File: config.mk
export PLATFORM = sky130hd
export DESIGN_NAME = serial_word_feeder
export DESIGN_NICKNAME = d
export VERILOG_FILES = /design/src/rtl/serial_word_feeder.sv
export SDC_FILE = /design/constraint.sdc
export NUM_CORES = 1
export LEC_CHECK = 0
export CAP_MARGIN = 30
export CORE_ASPECT_RATIO = 1.2
export CORE_MARGIN = 10
export CORE_UTILIZATION = 55
export CTS_BUF_LIST = sky130_fd_sc_hd__clkbuf_4 sky130_fd_sc_hd__clkbuf_8 sky130_fd_sc_hd__clkbuf_16
export CTS_CLUSTER_DIAMETER = 120
export CTS_CLUSTER_SIZE = 16
export DETAILED_ROUTE_END_ITERATION = 7
export DONT_BUFFER_PORTS = 1
export PLACE_DENSITY = 0.8
export SETUP_SLACK_MARGIN = 0.1
export SYNTH_ARGS = -nofsm -noshare
export SYNTH_HDL_FRONTEND = slang
export SYNTH_SLANG_ARGS = --single-unit
File: constraint.sdc
create_clock -name clk -period 3.3 [get_ports clk]
set_clock_uncertainty 0.15 [all_clocks]
set_input_delay 0.66 -clock clk [delete_from_list [all_inputs] [get_ports clk]]
set_output_delay 0.66 -clock clk [all_outputs]
set_load 0.02 [all_outputs]
File: src/rtl/serial_word_feeder.sv
// Parallel-in, serial-out word feeder with a one-word holding buffer.
// Streams words one bit per clock and flags the first and last bit of each word.
module serial_word_feeder #(
  parameter int unsigned WIDTH     = 8,
  parameter bit          MSB_FIRST = 1'b1,
  parameter logic        IDLE_BIT  = 1'b0
) (
  input  logic             clk,
  input  logic             reset,
  input  logic             load_valid,
  output logic             load_ready,
  input  logic [WIDTH-1:0] load_data,
  output logic             ser_out,
  output logic             ser_valid,
  output logic             word_start,
  output logic             word_done,
  output logic             busy
);

  localparam int unsigned CntW = $clog2(WIDTH);
  localparam logic [CntW-1:0] CntLast = CntW'(WIDTH - 1);

  typedef enum logic {StIdle, StShift} state_e;

  state_e           state_q, state_d;
  logic [WIDTH-1:0] sh_q, sh_d;
  logic [CntW-1:0]  cnt_q, cnt_d;
  logic [WIDTH-1:0] hold_q, hold_d;
  logic             hold_full_q, hold_full_d;
  logic             accept;
  logic [WIDTH-1:0] sh_next;

  assign load_ready = reset & ~hold_full_q;
  assign accept     = load_valid & load_ready;

  // Zero-filled shift toward whichever end drives ser_out.
  assign sh_next = MSB_FIRST ? {sh_q[WIDTH-2:0], 1'b0} : {1'b0, sh_q[WIDTH-1:1]};

  always_comb begin
    state_d     = state_q;
    sh_d        = sh_q;
    cnt_d       = cnt_q;
    hold_d      = hold_q;
    hold_full_d = hold_full_q;
    unique case (state_q)
      StIdle: begin
        if (accept) begin
          sh_d    = load_data;
          cnt_d   = '0;
          state_d = StShift;
        end
      end
      StShift: begin
        if (cnt_q != CntLast) begin
          sh_d  = sh_next;
          cnt_d = cnt_q + 1'b1;
          if (accept) begin
            hold_d      = load_data;
            hold_full_d = 1'b1;
          end
        end else begin
          // Last bit: chain the next word with no gap, buffered word first.
          cnt_d = '0;
          if (hold_full_q) begin
            sh_d        = hold_q;
            hold_full_d = 1'b0;
          end else if (accept) begin
            sh_d = load_data;
          end else begin
            state_d = StIdle;
          end
        end
      end
      default: state_d = StIdle;
    endcase
  end

  always_ff @(posedge clk) begin
    if (!reset) begin
      state_q     <= StIdle;
      sh_q        <= '0;
      cnt_q       <= '0;
      hold_q      <= '0;
      hold_full_q <= 1'b0;
    end else begin
      state_q     <= state_d;
      sh_q        <= sh_d;
      cnt_q       <= cnt_d;
      hold_q      <= hold_d;
      hold_full_q <= hold_full_d;
    end
  end

  always_comb begin
    ser_valid  = (state_q == StShift);
    ser_out    = ser_valid ? (MSB_FIRST ? sh_q[WIDTH-1] : sh_q[0]) : IDLE_BIT;
    word_start = ser_valid & (cnt_q == '0);
    word_done  = ser_valid & (cnt_q == CntLast);
    busy       = ser_valid | hold_full_q;
  end

endmodule

==> qor.yml <==
dr.pass1.iters: 4
synth_top_cell_by_area: "dfxtp_1"
clockBufferDepth: 2
die_area_um2: 4136
cts_tree: "built"
synthToLayoutAreaGrowth_pct: 0.8129
synthTopCellsByArea: "dfxtp_1 (39%), mux2i_1 (11%), nand3_1 (6.5%)"
die_y_um: 68.48
clock_latency_ns: 0.31
grt_pass1_wl_um: 3788
finalHoldViolCount: 0
worstPathRequired_ns: 2.49
core_um2: 1851
tightest_slew_ns: 0.6482
relSlewSlack_pct: 56.73
power_mw: 0.4710
postCtsSetupBuffers: 0
post_cts_resized: 0
synth_cells: 123
reg2reg_slack_ns: 1.36
routed_via_density: 6.309
power_leakage_nw: 0.4297
cts_inserted_buffers: 3
worst-setup-path-type: "flop to output port"
row_count: 17
gp_congestion: 0.7771
critPathCaptureType: "output port"
seq_area_frac_synth_pct: 39.02
grt_pass1_vias: 785
fin_area_um2: 1086
synth_commonest_cells: "dfxtp_1 (21), nand2_1 (14), nand3_1 (14)"
power_density_nw_per_um2: 433.7
post_drt_wl_per_cell_um: 16.63
drtAntennaViolNets: 0
nets: 135
start_util_pct: 58.21
timing.final.crit_share_pct: 81.67
synth.net_count: 137
crit_fanout: 12
min_period_ns: 2.695
crit_end: "word_done"
grt_antenna_before_repair: 0
r2r_start: "cnt_q[0]"
r2r_end: "hold_full_q"
r2r_cells: 5
start_kind: "flop"
cap_violations: 0
syn_area_per_cell_um2: 8.758
setup-violations-final: 0
async_reset_ff_share_pct: 0
cts_hold_buf: 0
netlist.area_leader.share_pct: 39.02
die_x_um: 60.40
multi_input_area_um2: 591.8
grt_max_degree: 25
io-pin-count: 17
cp_data_arrival_time_ns: 1.89
synth.most_common_cell: "dfxtp_1"
cts_sinks: 21
ys.warnings.count: 0
yosysUniqueCellTypes: 32
nFillCells: 171
grt_usage_pct: 12.02
drv_slew: 0
syn_area_um2: 1077
place_area_um2: 1059
overflow: 0
layout-drive-gt1-share_pct: 10.83
antenna_cells: 0
dp_hpwl_um: 1677
rsz0062_at_grt: "false"
wl_um: 2311
clkTransAtPathRegs_ns: 0.13
ys_seq_elements: 21
clock.fmax_mhz: 371.0
ir_worst_vdd_v: 0.0002118
worst_hold_path_type: "input port to flop"
drt_iter0_drc: 23
cts_max_level: 1
drc: 0
synth_ff_type: "dfxtp_1"
crit_start: "cnt_q[0]"
synth_edf_count: 0
io_buffers: 0
regArea_um2: 420.4
status: "finished, final reports clean"
cts_root_buf: "clkbuf_4"
timing.setup.tns_ns: 0
vias: 877
cells by family after synthesis:
logic type | count (synthesis) | share of synthesized area, %
AND/OR/NAND/NOR | 49 | 25.32
AO/OA/AOI/OAI | 26 | 14.98
flip-flops | 21 | 39.02
buffers and inverters | 12 | 6.037
multiplexers | 12 | 11.15
adder cells (fa/ha/maj) | 3 | 3.485
registers in the layout, indices dropped and copies added (netlist names):
signal	flops
cnt_q	3
hold_full_q	1
hold_q	8
ser_valid	1
sh_q	8
per-layer routing:
| metal | part of all wire, % | wire length [µm] | global-route usage, % |
|---|---|---|---|
| met4 | 2.4 | 55 | 6.742 |
| met2 | 50 | 1162 | 18.94 |
| met1 | 38 | 881 | 13.53 |
| met3 | 9.2 | 212 | 4.630 |
| met5 | 0 | 0 | 0 |
worst min path at each step:
| stage | endpoint | startpoint | depth (start not counted) | slack [ns] |
|---|---|---|---|---|
| CTS | sh_q[0] | reset | 2 | 0.30 |
| detailed placement | hold_q[2] | hold_q[2] | 2 | 0.30 |
| global route | sh_q[0] | reset | 2 | 0.29 |
| finish | sh_q[0] | reset | 2 | 0.30 |
| global placement | hold_q[6] | hold_q[6] | 2 | 0.30 |
| floorplan | hold_q[5] | hold_q[5] | 2 | 0.28 |
placed cells by master (no fill, tap or decap), types with 2 or more instances in the layout:
| cell type | n |
|---|---|
| a21oi_1 | 4 |
| o221ai_1 | 4 |
| nand3_1 | 14 |
| o22ai_1 | 3 |
| dfxtp_1 | 21 |
| ha_1 | 3 |
| o21ai_0 | 10 |
| clkbuf_4 | 3 |
| nor2b_1 | 3 |
| a211oi_1 | 2 |
| inv_1 | 4 |
| and2_1 | 2 |
| nand2_1 | 14 |
| a21boi_0 | 2 |
| nor2_1 | 3 |
| mux2i_1 | 12 |
| and3_1 | 3 |
area by class of cell:
cell class              instances  share of cell area, %
flip-flops and latches         21                  38.71
multi-input cells              90                  54.49
clock buffers                   3                  2.074
well taps                      19                  2.189
repair buffers                  1                 0.6912
inverters                       4                  1.382
clock inverters                 1                 0.4608
worst max-delay path: stages, from the launching register on:
cell,delay [ns]
dfxtp_1,0.39
ha_1,0.18
ha_1,0.31
inv_1,0.26
nor2_1,0.44
through the flow:
step | hold WS, ns | cells | util (%) | setup slack, ns
finish | 0.2994 | 139 | 58.69 | 0.6048
global route | 0.2929 | 139 | 58.69 | 0.3959
CTS | 0.2977 | 139 | 58.69 | 0.5881
detailed placement | 0.3044 | 135 | 57.20 | 0.9460
global placement | 0.2952 | 135 | 57.20 | 1.011
floorplan | 0.2815 | 123 | - | 1.314
where the power goes:
group	internal (mW)	leakage [nW]	switching, mW	total, mW
Clock	0.0453	0.0177	0.0827	0.128
Combinational	0.0261	0.241	0.0339	0.0600
Sequential	0.268	0.171	0.0155	0.283
Note: power is estimated with default switching activity, not from simulation.
